--- src/rtl/conv_pkg.sv ---
// Shared types and width helpers for the direct-form convolution sequencer.
package conv_pkg;

  typedef enum logic [2:0] {
    IDLE,
    FETCH,
    DRAIN,
    WRITE,
    DONE
  } conv_state_t;

  // Sum of up to 2**addr_w products of two data_w-bit signed samples
  function automatic int calc_zw(input int data_w, input int addr_w);
    return 2 * data_w + addr_w;
  endfunction

endpackage

--- src/rtl/conv_mac.sv ---
// Signed multiply-accumulate with synchronous clear; the product and sum share one stage.
module conv_mac
  import conv_pkg::*;
#(
  parameter int DATA_WIDTH = 8,
  parameter int ZW         = calc_zw(8, 4)
) (
  input  logic                         clk,
  input  logic                         rst,
  input  logic                         clr_i,
  input  logic                         en_i,
  input  logic signed [DATA_WIDTH-1:0] a_i,
  input  logic signed [DATA_WIDTH-1:0] b_i,
  output logic signed [ZW-1:0]         acc_o
);

  logic signed [2*DATA_WIDTH-1:0] w_prod_p0;
  logic signed [ZW-1:0]           r_acc_p1;

  assign w_prod_p0 = (2*DATA_WIDTH)'(a_i) * (2*DATA_WIDTH)'(b_i);

  // p0 -> p1: accumulate the sign-extended product
  always_ff @(posedge clk) begin
    if (rst || clr_i) begin
      r_acc_p1 <= '0;
    end else if (en_i) begin
      r_acc_p1 <= r_acc_p1 + ZW'(w_prod_p0);
    end
  end

  assign acc_o = r_acc_p1;

endmodule

--- src/rtl/conv_sequencer.sv ---
// Walks every (k, n-k) term of z = x * y against external 1-cycle-latency RAMs
// and writes each output sample once its terms have been accumulated.
module conv_sequencer
  import conv_pkg::*;
#(
  parameter int  DATA_WIDTH = 8,
  parameter int  ADDR_WIDTH = 4,
  localparam int ZW         = calc_zw(DATA_WIDTH, ADDR_WIDTH)
) (
  input  logic                         clk,
  input  logic                         rst,
  input  logic                         start_i,
  input  logic [ADDR_WIDTH:0]          size_x_i,
  input  logic [ADDR_WIDTH:0]          size_y_i,
  output logic [ADDR_WIDTH-1:0]        x_addr_o,
  output logic [ADDR_WIDTH-1:0]        y_addr_o,
  input  logic signed [DATA_WIDTH-1:0] x_data_i,
  input  logic signed [DATA_WIDTH-1:0] y_data_i,
  output logic                         z_we_o,
  output logic [ADDR_WIDTH:0]          z_addr_o,
  output logic signed [ZW-1:0]         z_data_o,
  output logic                         busy_o,
  output logic                         done_o
);

  // Two spare bits so N+M and n+2 never wrap
  localparam int             CW      = ADDR_WIDTH + 2;
  localparam logic [CW-1:0]  MAX_LEN = CW'(1) << ADDR_WIDTH;

  function automatic logic [CW-1:0] sat_len(input logic [ADDR_WIDTH:0] len);
    logic [CW-1:0] ext;
    ext = {1'b0, len};
    return (ext > MAX_LEN) ? MAX_LEN : ext;
  endfunction

  // First valid k for output n: max(0, n-M+1)
  function automatic logic [CW-1:0] first_k(input logic [CW-1:0] n,
                                            input logic [CW-1:0] m);
    return (n >= m) ? (n - m + CW'(1)) : '0;
  endfunction

  conv_state_t          r_state, w_next;
  logic [CW-1:0]        r_len_x, r_len_y;
  logic [CW-1:0]        r_n, r_k;
  logic [CW-1:0]        w_kmax;
  logic                 w_last_n;
  logic                 w_mac_clr;
  logic                 r_fetch_vld_p1;
  logic signed [ZW-1:0] w_acc;

  assign w_kmax    = (r_n < r_len_x) ? r_n : (r_len_x - CW'(1));
  assign w_last_n  = (r_n + CW'(2)) == (r_len_x + r_len_y);
  assign w_mac_clr = (r_state == IDLE) || (r_state == WRITE);

  always_ff @(posedge clk) begin
    if (rst) begin
      r_state        <= IDLE;
      r_len_x        <= '0;
      r_len_y        <= '0;
      r_n            <= '0;
      r_k            <= '0;
      r_fetch_vld_p1 <= 1'b0;
    end else begin
      r_state        <= w_next;
      // p0 -> p1: RAM data for a FETCH address arrives one cycle later
      r_fetch_vld_p1 <= (r_state == FETCH);
      case (r_state)
        IDLE: begin
          if (start_i) begin
            r_len_x <= sat_len(size_x_i);
            r_len_y <= sat_len(size_y_i);
            r_n     <= '0;
            r_k     <= '0;
          end
        end
        FETCH: r_k <= r_k + CW'(1);
        WRITE: begin
          r_n <= r_n + CW'(1);
          r_k <= first_k(r_n + CW'(1), r_len_y);
        end
        default: ;
      endcase
    end
  end

  always_comb begin
    w_next   = r_state;
    x_addr_o = '0;
    y_addr_o = '0;
    z_we_o   = 1'b0;
    z_addr_o = '0;
    z_data_o = '0;
    busy_o   = 1'b1;
    done_o   = 1'b0;
    case (r_state)
      IDLE: begin
        busy_o = 1'b0;
        if (start_i) begin
          w_next = (size_x_i == '0 || size_y_i == '0) ? DONE : FETCH;
        end
      end
      FETCH: begin
        x_addr_o = r_k[ADDR_WIDTH-1:0];
        y_addr_o = ADDR_WIDTH'(r_n - r_k);
        if (r_k == w_kmax) w_next = DRAIN;
      end
      DRAIN: w_next = WRITE;
      WRITE: begin
        z_we_o   = 1'b1;
        z_addr_o = r_n[ADDR_WIDTH:0];
        z_data_o = w_acc;
        w_next   = w_last_n ? DONE : FETCH;
      end
      DONE: begin
        done_o = 1'b1;
        w_next = IDLE;
      end
      default: w_next = IDLE;
    endcase
  end

  conv_mac #(
    .DATA_WIDTH(DATA_WIDTH),
    .ZW        (ZW)
  ) u_mac (
    .clk  (clk),
    .rst  (rst),
    .clr_i(w_mac_clr),
    .en_i (r_fetch_vld_p1),
    .a_i  (x_data_i),
    .b_i  (y_data_i),
    .acc_o(w_acc)
  );

endmodule
--- config.mk ---
export PLATFORM = sky130hd
export DESIGN_NAME = conv_sequencer
export DESIGN_NICKNAME = d
export VERILOG_FILES = /design/src/rtl/conv_pkg.sv /design/src/rtl/conv_mac.sv /design/src/rtl/conv_sequencer.sv
export SDC_FILE = /design/constraint.sdc
export NUM_CORES = 1
export LEC_CHECK = 0
export ABC_AREA = 1
export CAP_MARGIN = 15
export CORE_MARGIN = 1.5
export CORE_UTILIZATION = 55
export CTS_CLUSTER_SIZE = 40
export DETAILED_ROUTE_END_ITERATION = 12
export GPL_ROUTABILITY_DRIVEN = 0
export GPL_TIMING_DRIVEN = 0
export HOLD_SLACK_MARGIN = 0.08
export PLACE_DENSITY = 0.88
export SLEW_MARGIN = 20
export SYNTH_ARGS = -nofsm -noshare
export SYNTH_HDL_FRONTEND = slang
export SYNTH_HIERARCHICAL = 1
export SYNTH_SLANG_ARGS = --single-unit
--- constraint.sdc ---
create_clock -name clk -period 13.4 [get_ports clk]
set_clock_uncertainty 0.15 [all_clocks]
set_input_delay 2.68 -clock clk [delete_from_list [all_inputs] [get_ports clk]]
set_output_delay 2.68 -clock clk [all_outputs]
set_load 0.005 [all_outputs]
==> out/qor.csv <==
stage;metric;value;unit
worst_setup_path;cell mode on critical path;nand2_1;
timing;max-slew violations;0;
power_and_ir_drop;maximum vdd drop;95.49;uV
timing;Slew headroom;0.5225;
cts;clk sinks;46;
die;die width;116.9;um
yosys;EDFF count, synth;0;
cts;Post-CTS Hold Fix Bufs;0;
final_layout;share of cells above drive strength 1;0.02514;
timing;FMAX;129.9;MHz
yosys;sequential-to-total area share from yosys stat;0.1290;
final_layout;design area;0.007996;sq mm
power_and_ir_drop;Pint;577.1;uW
yosys;syn avg cell area;7.020;sq um
worst_setup_path;WP buf/inv;4;
timing;Fin Setup TNS;0;ns
timing;worst-margin pin slew;0.7155;ns
power_and_ir_drop;Clock power frac;0.108;
route;final wirelength;16.17;mm
yosys;Syn Nets;1212;
timing;RSZ-0062 raised after global routing;no;
timing;Setup WS post-layout;5.704;ns
yosys;Mapped Area;0.007139;sq mm
place;hpwl dp;13.53;mm
die;I/O pin total;65;
place;pre-CTS WS;5.424;ns
global_route;vias in the first global route;6409;
power_and_ir_drop;Pwr Total;1.201;mW
power_and_ir_drop;Switching Share;0.5196;
run_status;outcome;completed;
die;Initial Utilization;0.5657;
die;Core ar.;0.01262;sq mm
yosys;Seq cells post-synth;46;
worst_setup_path;Crit. End Element;register;
route;drt pass-1 iters;5;
global_route;gr usage total;0.2612;
worst_setup_path;crit path cell chain;clkdlybuf4s50_1 -> clkinv_1 -> or2_2 -> fa_1 -> fa_1 -> inv_1 -> fa_1 -> fa_1 -> fa_1 -> ha_1 -> a21oi_1 -> nand2_1 -> nand2_1 -> nand3_1 -> nand2_1 -> nand2_1 -> nand2_1 -> nand3_1 -> nand2_1 -> inv_1;
worst_setup_path;crit-path max FO;9;
global_route;initial antenna violation count;0;
cts;CTS Buf Count;5;
timing;Setup Viol. Count Final;0;
worst_setup_path;Critical Path Slowest Stage Cell;fa_1;
power_and_ir_drop;net load switching power;624.3;uW
route;Vias per Instance;5.039;
power_and_ir_drop;P_leak;4.289;nW
place;IO buf count;49;
yosys;post-synthesis cell count;1017;
worst_hold_path;worst hold path class;register to register;
timing;final hold viol count;0;
global_route;global-route wire length before repair;28.48;mm
final_layout;fin nets;1268;
job;max-cap violation count;0;
timing;Tcrit/Tclk final;0.5743;
cts;Max Buffers Root-to-Sink;2;
route;via count;6279;
die;Rows;41;
route;Avg WL per Cell;12.98;um
yosys;Async S/R FF share, synth;0;
final_layout;Layout fillers;1114;
cts;CTS tree;built;
global_route;gr ovfl total;0;
worst_setup_path;worst path required time;13.44;ns
worst_setup_path;Crit path largest cell delay;0.60;ns
route;Starting DRT DRC Count;447;
final_layout;Antenna diodes;0;
cts;post-CTS setup buffers;0;
worst_setup_path;Crit Path Class;input port to register;
die;die area;0.01367;sq mm
cts;CTS clock-pin slew for the worst setup and hold paths;0.07;ns
worst_setup_path;crit path DAT;7.74;ns
yosys;dominant synthesized flop cell;dfxtp_1;
yosys;Yosys cell types;39;
worst_setup_path;Startpoint Class;input port;
route;# DRC;0;
power_and_ir_drop;Comb pwr share;0.759;
power_and_ir_drop;Pwr Density;150.3;mW/mm^2
yosys;Yosys warnings;6;
die;die height;116.9;um
worst_setup_path;CP top delay family;adder cells;
power_and_ir_drop;Seq pwr share;0.134;
route;post-route ant nets;0;
cts;PostCTS Resize Cnt;0;
timing;Final min period;7.696;ns
cts;Clock Latency Late Sink;0.29;ns
cts;clock root buffer;clkbuf_16;
place;placed cell areas;0.007845;sq mm
cts;H-tree levels;2;
final_layout;Area growth, synth to finish;12.00;%
global_route;largest net degree at the start of global routing;15;
==> cells in the mapped netlist (2+ instances only) <==
library cell / count / area [sq um]
a211oi_1: 2 / 15.01
a21oi_1: 41 / 205.2
a22oi_1: 2 / 15.01
a31oi_1: 3 / 18.77
and2_1: 2 / 12.51
buf_1: 2 / 7.510
buf_2: 2 / 10.01
clkbuf_1: 24 / 90.09
clkinv_1: 2 / 7.510
dfxtp_1: 46 / 920.9
fa_1: 92 / 1842
ha_1: 74 / 925.9
inv_1: 247 / 927.1
inv_2: 2 / 7.510
nand2_1: 227 / 852.1
nand2_2: 7 / 43.79
nand3_1: 52 / 260.3
nand3b_1: 2 / 15.01
nand4_1: 4 / 25.02
nor2_1: 107 / 401.6
nor3_1: 3 / 15.01
o211ai_1: 3 / 22.52
o21ai_0: 30 / 150.1
o21bai_1: 2 / 15.01
or2_1: 2 / 12.51
xnor2_1: 6 / 52.55
xor2_1: 19 / 166.4
==> cell usage in the layout, fill, tap and decap left out, types with 2 or more instances in the layout <==
cell,count
nor3_1,3
nand2_2,7
clkdlybuf4s50_1,49
o211ai_1,3
or2_1,2
o21bai_1,2
buf_1,2
a31oi_1,3
xnor2_1,6
xor2_1,19
a211oi_1,2
a22oi_1,2
and2_1,2
dfxtp_1,46
clkbuf_16,5
nand3_1,52
fa_1,92
o21ai_0,30
nand4_1,4
a21oi_1,41
clkbuf_1,24
buf_2,2
nor2_1,107
nand3b_1,2
inv_1,247
nand2_1,227
clkinv_1,2
inv_2,2
ha_1,74
==> layer usage <==
| layer | GRT usage | part of all wire |
|---|---|---|
| met5 | 0 | 0 |
| met2 | 0.4616 | 0.50 |
| met1 | 0.3337 | 0.43 |
| met4 | 0.08032 | 0.019 |
| met3 | 0.03605 | 0.049 |
==> state kept, by name, summed over array words and instances, names as in the netlist <==
signal          count
r_n                 6
r_state             3
u_mac/acc_o        20
r_len_x             5
r_len_y             5
r_k                 6
r_fetch_vld_p1      1
==> worst paths after layout <==
check                                     from               to  slack (ns)  depth (start not counted)
worst max-delay path               y_data_i[7]  u_mac/acc_o[14]        5.70                         20
worst min-delay path                r_len_x[1]       r_len_x[1]        0.35                          2
worst max register to register  u_mac/acc_o[6]  u_mac/acc_o[14]        8.96                         20
worst min register to register      r_len_x[1]       r_len_x[1]        0.35                          2
==> final cells by class <==
| class | instances | area, sq um | area share |
|---|---|---|---|
| Buffer | 29 | 112.6 | 0.01408 |
| Inverter | 251 | 942.2 | 0.1178 |
| Clock buffer | 6 | 138.9 | 0.01737 |
| Timing Repair Buffer | 49 | 490.5 | 0.06134 |
| Sequential cell | 46 | 920.9 | 0.1152 |
| Clock inverter | 2 | 12.51 | 0.001565 |
| Multi-Input combinational cell | 691 | 5164 | 0.6458 |
| Tap cell | 172 | 215.2 | 0.02691 |
==> worst min-delay path, stage by stage (launching register included) <==
cell and delay [ns]:
dfxtp_1 0.33, nand2_1 0.07, a21oi_1 0.06
==> through the flow <==
step	std cells	hold WS [ns]	util
3_5_place_dp	1238	0.3429	0.6217
3_3_place_gp	1238	0.3205	0.6217
4_1_cts	1246	0.3545	0.6337
5_1_grt	1246	0.3757	0.6337
6_report	1246	0.3493	0.6337
2_1_floorplan	1017	0.3083	-
==> power by group through the flow <==
stage	sequential (mW)	combinational (mW)	clock, mW
2_1_floorplan	0.159	0.722	0
3_3_place_gp	0.163	0.877	0
3_5_place_dp	0.163	0.906	0
4_1_cts	0.160	0.914	0.130
5_1_grt	0.162	1.07	0.135
6_report	0.161	0.911	0.129
==> kinds of logic after synthesis <==
logic type               after synthesis  synth area share
flip-flops                            46            0.1290
buffers and inverters                280            0.1477
adder cells (fa/ha/maj)              166            0.3877
AO/OA/AOI/OAI                         90           0.07080
XOR/XNOR                              25           0.03067
AND/OR/NAND/NOR                      410            0.2341
(Power assumes the default switching activity.)
